## src/rtl/jfc_pkg.sv

```systemverilog
// Shared definitions for the JPEG frame controller: FSM states and block-accounting widths.
package jfc_pkg;

  typedef enum logic [1:0] {
    IDLE  = 2'd0,
    FEED  = 2'd1,
    DRAIN = 2'd2,
    DONE  = 2'd3
  } jfc_state_e;

  localparam int BLKS_PER_MCU  = 4;
  localparam int MCU_DIM_W_DEF = 9;

  // Block coordinates are in 8-pixel units: twice the MCU range.
  function automatic int blk_coord_w(input int mcu_dim_w);
    return mcu_dim_w + 1;
  endfunction

  // Holds cols*rows*4 without overflow.
  function automatic int blk_total_w(input int mcu_dim_w);
    return 2 * mcu_dim_w + 2;
  endfunction

endpackage

```

## src/rtl/jfc_blk_coord.sv

```systemverilog
// Block coordinate walker for 4:2:0 MCUs (2x2 luma blocks per MCU), raster order over MCUs.
module jfc_blk_coord
  import jfc_pkg::*;
#(
  parameter int MCU_DIM_W = MCU_DIM_W_DEF
) (
  input  logic                               clk,
  input  logic                               rst,
  input  logic                               clear,
  input  logic                               adv,
  input  logic [MCU_DIM_W-1:0]               mcu_cols,
  input  logic [MCU_DIM_W-1:0]               mcu_rows,
  output logic [blk_coord_w(MCU_DIM_W)-1:0]  blk_x,
  output logic [blk_coord_w(MCU_DIM_W)-1:0]  blk_y,
  output logic                               last_blk
);

  logic [1:0]           sub_reg;
  logic [MCU_DIM_W-1:0] mcu_x_reg;
  logic [MCU_DIM_W-1:0] mcu_y_reg;
  logic                 col_end;
  logic                 row_end;

  assign col_end  = (mcu_x_reg == mcu_cols - MCU_DIM_W'(1));
  assign row_end  = (mcu_y_reg == mcu_rows - MCU_DIM_W'(1));
  assign last_blk = (sub_reg == 2'd3) && col_end && row_end;

  always_ff @(posedge clk) begin
    if (!rst || clear) begin
      sub_reg   <= '0;
      mcu_x_reg <= '0;
      mcu_y_reg <= '0;
    end else if (adv) begin
      sub_reg <= sub_reg + 2'd1;
      if (sub_reg == 2'd3) begin
        if (col_end) begin
          mcu_x_reg <= '0;
          mcu_y_reg <= mcu_y_reg + MCU_DIM_W'(1);
        end else begin
          mcu_x_reg <= mcu_x_reg + MCU_DIM_W'(1);
        end
      end
    end
  end

  // sub[0] selects the right-hand block, sub[1] the lower one.
  assign blk_x = {mcu_x_reg, sub_reg[0]};
  assign blk_y = {mcu_y_reg, sub_reg[1]};

endmodule

```

## src/rtl/jpeg_frame_ctrl.sv

```systemverilog
// Frame sequencer in front of the JPEG decoder: stream forwarding, zero-pad flush, block tagging.
// Optional DRAIN watchdog is enabled by defining JFC_WATCHDOG_EN.
module jpeg_frame_ctrl
  import jfc_pkg::*;
#(
  parameter int IN_BUS_WIDTH = 32,
  parameter int MCU_DIM_W    = MCU_DIM_W_DEF,
  parameter int WDOG_CYCLES  = 65536
) (
  input  logic                               clk,
  input  logic                               rst,
  input  logic                               start,
  input  logic [MCU_DIM_W-1:0]               mcu_cols,
  input  logic [MCU_DIM_W-1:0]               mcu_rows,
  input  logic [IN_BUS_WIDTH-1:0]            src_data,
  input  logic                               src_valid,
  input  logic                               src_last,
  output logic                               src_ready,
  output logic [IN_BUS_WIDTH-1:0]            dec_data,
  output logic                               dec_valid,
  input  logic                               dec_request,
  input  logic                               blk_valid,
  output logic                               blk_tag_valid,
  output logic [blk_coord_w(MCU_DIM_W)-1:0]  blk_x,
  output logic [blk_coord_w(MCU_DIM_W)-1:0]  blk_y,
  output logic                               busy,
  output logic                               frame_done,
  output logic                               err_cfg,
  output logic                               err_early,
  output logic                               err_overrun,
  output logic                               err_timeout
);

  localparam int TOTAL_W = blk_total_w(MCU_DIM_W);
  localparam int PROD_W  = 2 * MCU_DIM_W;

  jfc_state_e           state_reg;
  jfc_state_e           state_next;
  logic [MCU_DIM_W-1:0] cols_reg;
  logic [MCU_DIM_W-1:0] rows_reg;
  logic [TOTAL_W-1:0]   total_reg;
  logic [TOTAL_W-1:0]   count_reg;
  logic [TOTAL_W-1:0]   count_inc;
  logic [TOTAL_W-1:0]   total_calc;
  logic [PROD_W-1:0]    dim_prod;
  logic                 accept;
  logic                 cfg_bad;
  logic                 busy_i;
  logic                 blk_hit;
  logic                 fin;
  logic                 last_blk;
  logic                 wd_hit;
  logic                 err_cfg_reg;
  logic                 err_early_reg;
  logic                 err_overrun_reg;

  assign busy_i     = (state_reg == FEED) || (state_reg == DRAIN);
  assign blk_hit    = blk_valid && busy_i;
  assign count_inc  = count_reg + TOTAL_W'(1);
  assign fin        = blk_hit && (count_inc == total_reg);
  assign dim_prod   = PROD_W'(mcu_cols) * PROD_W'(mcu_rows);
  assign total_calc = TOTAL_W'(dim_prod) * TOTAL_W'(BLKS_PER_MCU);

`ifdef JFC_WATCHDOG_EN
  localparam int WD_W = $clog2(WDOG_CYCLES + 1);

  logic [WD_W-1:0] wd_cnt_reg;

  // Counts consecutive DRAIN cycles without a decoded block.
  always_ff @(posedge clk) begin
    if (!rst || (state_reg != DRAIN) || blk_valid) begin
      wd_cnt_reg <= '0;
    end else begin
      wd_cnt_reg <= wd_cnt_reg + WD_W'(1);
    end
  end

  assign wd_hit      = (state_reg == DRAIN) && !blk_valid &&
                       (wd_cnt_reg == WD_W'(WDOG_CYCLES - 1));
  assign err_timeout = wd_hit;
`else
  // No counter in this build; a negative limit is impossible, so this never fires.
  assign wd_hit      = (WDOG_CYCLES < 0);
  assign err_timeout = 1'b0;
`endif

  always_comb begin
    state_next = state_reg;
    src_ready  = 1'b0;
    dec_valid  = 1'b0;
    dec_data   = '0;
    accept     = 1'b0;
    cfg_bad    = 1'b0;
    case (state_reg)
      IDLE: begin
        if (start) begin
          if ((mcu_cols == '0) || (mcu_rows == '0)) begin
            cfg_bad = 1'b1;
          end else begin
            accept     = 1'b1;
            state_next = FEED;
          end
        end
      end
      FEED: begin
        src_ready = dec_request;
        dec_valid = src_valid && dec_request;
        dec_data  = src_data;
        if (src_valid && dec_request && src_last) state_next = DRAIN;
        if (fin) state_next = DONE;
      end
      DRAIN: begin
        // Zero words flush the decoder's bit buffer.
        dec_valid = dec_request;
        if (fin || wd_hit) state_next = DONE;
      end
      DONE: begin
        state_next = IDLE;
      end
      default: begin
        state_next = IDLE;
      end
    endcase
  end

  always_ff @(posedge clk) begin
    if (!rst) begin
      state_reg       <= IDLE;
      cols_reg        <= '0;
      rows_reg        <= '0;
      total_reg       <= '0;
      count_reg       <= '0;
      err_cfg_reg     <= 1'b0;
      err_early_reg   <= 1'b0;
      err_overrun_reg <= 1'b0;
    end else begin
      state_reg   <= state_next;
      err_cfg_reg <= cfg_bad;
      if (accept) begin
        cols_reg        <= mcu_cols;
        rows_reg        <= mcu_rows;
        total_reg       <= total_calc;
        count_reg       <= '0;
        err_early_reg   <= 1'b0;
        err_overrun_reg <= 1'b0;
      end else if (blk_hit) begin
        count_reg <= count_inc;
      end
      // Finishing while still in FEED means src_last never went through earlier.
      if (fin && (state_reg == FEED)) err_early_reg <= 1'b1;
      if (blk_valid && !busy_i) err_overrun_reg <= 1'b1;
    end
  end

  // The final block does not advance, so blk_x/blk_y keep its coordinates after the frame.
  jfc_blk_coord #(
    .MCU_DIM_W (MCU_DIM_W)
  ) u_coord (
    .clk      (clk),
    .rst      (rst),
    .clear    (accept),
    .adv      (blk_hit && !last_blk),
    .mcu_cols (cols_reg),
    .mcu_rows (rows_reg),
    .blk_x    (blk_x),
    .blk_y    (blk_y),
    .last_blk (last_blk)
  );

  assign busy          = busy_i;
  assign frame_done    = (state_reg == DONE);
  assign blk_tag_valid = blk_hit;
  assign err_cfg       = err_cfg_reg;
  assign err_early     = err_early_reg;
  assign err_overrun   = err_overrun_reg;

endmodule
```

## config.mk

```make
export PLATFORM = sky130hd
export DESIGN_NAME = jpeg_frame_ctrl
export DESIGN_NICKNAME = d
export VERILOG_FILES = /design/src/rtl/jfc_pkg.sv /design/src/rtl/jfc_blk_coord.sv /design/src/rtl/jpeg_frame_ctrl.sv
export SDC_FILE = /design/constraint.sdc
export NUM_CORES = 1
export LEC_CHECK = 0
export CAP_MARGIN = 20
export CORE_UTILIZATION = 56
export CTS_CLUSTER_DIAMETER = 100
export DETAILED_ROUTE_END_ITERATION = 7
export GPL_TIMING_DRIVEN = 0
export PLACE_DENSITY = 0.83
export SLEW_MARGIN = 20
export SYNTH_ARGS = -nofsm -noshare
export SYNTH_HDL_FRONTEND = slang
export SYNTH_SLANG_ARGS = --single-unit
```

## constraint.sdc

```tcl
create_clock -name clk -period 7.34 [get_ports clk]
set_clock_uncertainty 0.15 [all_clocks]
set_input_delay 2.202 -clock clk [delete_from_list [all_inputs] [get_ports clk]]
set_output_delay 2.202 -clock clk [all_outputs]
set_load 0.01 [all_outputs]
```

==> out/qor.csv, run 1 <==
metric,value,unit
status,"complete, no violations",
max-cap violations,0,
post-synthesis mux area share,0.956,%
YS warnings,0,
row count,42,
Nets,1224,
f_max,0.142,GHz
Syn Nets,1111,
Final Instance Count excl. Fillers,1249,
CTS Sinks,81,
DRC,0,
"Seq/Total Area, Yosys",21.4,%
clock latency at the later pin of the worst-skew pair,0.34,ns
Largest register FFs,20,
CTS tree,done,
first-pass GRT wire length,32100,um
Post-Syn Area,7590,um^2
post-route minimum period,7.02,ns
Critical Path RT,7.42,ns
# Post-CTS Setup Buffers,0,
Tot GR Track Use,28.1,%
core area,13200,um^2
"Top FF cell, synth",dfxtp_1,
H-Tree Depth,3,
Layout area overhead,21.9,%
Final setup viols,0,
RSZ-0062 raised after global routing,no,
Startpoint Class,primary input,
Final Cycle Share,95.7,%
Setup crit start,mcu_cols[1],
Final ANT Viol Nets,0,
Worst R2R Path Depth,9,
Peak VDD IR,0.147,mV
library cells used by synthesis,63,
Final Hold Vio Count,0,
DR WL/cell,15.1,um
fin. max-slew vios,0,
detailed placement HPWL,14700,um
Power Density,256,nW/um^2
"Max FO, Critical Path",11,
largest net degree at the start of global routing,15,
hold endpoint,cols_reg[8],
total overflow reported by the global router,0,
post-CTS sizing,0,
diodes inserted,0,
Post-Syn Instances,955,
hold_ws,0.342,ns
Worst-path clk slew,0.06,ns
Pleak,3.85,nW
reg2reg start,count_reg[0],
largest family of logic cells by synthesized area,simple AND/OR/NAND/NOR gates,
vias per cell,5.55,
final core occ,69.9,%
Hold Path Stages,2,
CTS Buf Count,9,
die width,118,um
CTS root buffer,clkbuf_16,
worst r2r dst,state_reg[0],
gpl congestion,0.863,
Crit Path Class,in2reg,
met2 global-route usage,49.9,%
adder-cell area share of the yosys netlist,21.3,%
I/O Buffers,116,
Place WS,-0.276,ns
Synth Area in Compound Gates,13.6,%
worst min path class,reg2reg,
height of the die,118,um
post-synthesis register bit count,81,
Rel. slew slack,45.0,%
CTS Buffer Depth,2,
# hold bufs at CTS,0,
slew at the pin closest to its max-slew limit,0.817,ns
simple-gate area share of the yosys netlist,26.9,%
vias in the first global route,6855,
Hold Startpoint,cols_reg[8],
dpl cells,1247,
"Arr. time, crit path",7.11,ns
Post-synth EDFFs,0,
GR peak layer,met2,
initial DRC count,520,
initial antenna violation count,0,
total number of vias,6936,
Worst setup EP type,flop,
r2r setup slk,3.80,ns
Initial DRT Pass Iterations,5,
Mean Syn Cell Area,7.95,um^2
Tot Pwr,2.37,mW
XOR/XNOR Fraction of Synth Area,8.08,%
met1 Use GR,35.1,%
die area,14000,um^2
layout cells sized above 1,3.63,%
Starting Density,57.3,%
global-route track usage on met3,3.91,%
WL final,18900,um
IO Count,118,
"Async S/R FF share, synth",0,%
setup ws final,0.318,ns
-- report_power, final --
| part | internal, mW | switching (mW) |
|---|---|---|
| Combinational | 0.600 | 0.726 |
| Clock | 0.285 | 0.190 |
| Sequential | 0.503 | 0.0662 |
-- synthesized netlist by cell type, types with 6 or more instances --
library cell / instances / area (um^2)
a31oi_1: 8 / 50.1
nand3b_1: 7 / 52.6
nand2_1: 128 / 480
and2_1: 97 / 607
nand2b_1: 12 / 75.1
xnor2_1: 46 / 403
o31ai_1: 9 / 67.6
dfxtp_1: 81 / 1620
a21oi_1: 31 / 155
a21o_1: 6 / 45.0
nor2_1: 48 / 180
nor3_1: 13 / 65.1
nor4_1: 10 / 62.6
inv_1: 91 / 342
clkbuf_1: 43 / 161
o21ai_0: 36 / 180
or3_1: 16 / 100
fa_1: 50 / 1000
nand3_1: 25 / 125
nand4_1: 13 / 81.3
ha_1: 49 / 613
xor2_1: 24 / 210
a21boi_0: 31 / 233
-- how the worst max path moves through the flow --
stage / end / slack, ns / cells after the start
6_report: total_reg[17] / 0.32 / 17
5_1_grt: total_reg[17] / 0.0007 / 17
4_1_cts: total_reg[17] / 0.07 / 19
3_5_place_dp: total_reg[17] / -0.28 / 19
3_3_place_gp: total_reg[19] / -0.16 / 19
2_1_floorplan: total_reg[19] / 0.89 / 16
-- worst max-delay path: stages --
cell	delay (ns)
clkdlybuf4s50_1	0.64
and2_1	0.30
fa_1	0.45
fa_1	0.56
inv_1	0.05
fa_1	0.47
fa_1	0.56
inv_1	0.05
ha_1	0.31
o21ai_0	0.09
o21ai_0	0.32
a31o_2	0.22
a41oi_1	0.14
a21oi_1	0.24
xnor2_1	0.20
o21ai_0	0.11
and2_1	0.17
-- stage by stage --
stage | cell area [um^2] | TNS (ns)
after floorplan | 7590 | 0
after global placement | 8970 | -0.398
after detailed placement | 8970 | -0.863
after CTS | 9280 | 0
after global routing | 9250 | 0
final | 9250 | 0
-- cells by family after synthesis --
| kind of cell | count (synthesis) |
|---|---|
| compound gates | 156 |
| xor+xnor | 70 |
| fa+ha+maj | 99 |
| buf+inv | 146 |
| flops | 81 |
| mux | 7 |
| other cells | 1 |
| simple gates | 395 |
-- layout by cell type (no fill, tap or decap), types with 3 or more instances in the layout --
master / synthesis / routed
nand2_1: 128 / 128
clkdlybuf4s50_1: 0 / 107
and2_1: 97 / 97
inv_1: 91 / 91
dfxtp_1: 81 / 81
fa_1: 50 / 50
ha_1: 49 / 49
nor2_1: 48 / 48
xnor2_1: 46 / 46
o21ai_0: 36 / 36
a21oi_1: 31 / 31
a21boi_0: 31 / 31
clkbuf_1: 43 / 30
nand3_1: 25 / 25
xor2_1: 24 / 24
or3_1: 16 / 16
nand4_1: 13 / 13
nor3_1: 13 / 13
nand2b_1: 12 / 12
nor4_1: 10 / 10
o31ai_1: 9 / 9
clkbuf_16: 0 / 9
dlymetal6s2s_1: 0 / 9
a31oi_1: 8 / 8
nand3b_1: 7 / 7
a21o_1: 6 / 6
buf_4: 5 / 5
or4_1: 5 / 5
mux2i_1: 5 / 5
and3_1: 4 / 4
o2111ai_1: 4 / 4
a211oi_1: 4 / 4
o211ai_1: 4 / 4
nor2b_1: 4 / 4
buf_6: 3 / 3
-- per-layer routing --
metal | share of wire (%) | vias up
met4 | 2.0 | 0
met3 | 4.9 | 36
met1 | 42 | 3341
met5 | 0 | -
li1 | - | 3387
met2 | 51 | 172
-- layout make-up --
| cell class | count | area (um^2) |
|---|---|---|
| multi-input combinational | 728 | 5380 |
| fill | 1071 | 3990 |
| sequential | 81 | 1620 |
| timing repair buffer | 116 | 1180 |
| inverter | 91 | 342 |
| clock buffer | 11 | 253 |
| tap | 176 | 220 |
| buffer | 41 | 196 |
| clock inverter | 5 | 61.3 |
No activity file was read; power rests on OpenSTA's default activity.
==> run 2, diff against run 1 <==
--- a/config.mk
+++ b/config.mk
@@ -15,3 +15,4 @@
 export SYNTH_ARGS = -nofsm -noshare
 export SYNTH_HDL_FRONTEND = slang
 export SYNTH_SLANG_ARGS = --single-unit
+export TNS_END_PERCENT = 100
==> results of run 2 <==
Final layout, timing and power as in run 1 (identical DEF).
==> run 3, diff against run 2 <==
--- a/config.mk
+++ b/config.mk
@@ -10,6 +10,7 @@
 export CTS_CLUSTER_DIAMETER = 100
 export DETAILED_ROUTE_END_ITERATION = 7
 export GPL_TIMING_DRIVEN = 0
+export HOLD_SLACK_MARGIN = 0.12
 export PLACE_DENSITY = 0.83
 export SLEW_MARGIN = 20
 export SYNTH_ARGS = -nofsm -noshare
==> results of run 3 <==
Final layout, timing and power as in run 1 (identical DEF).
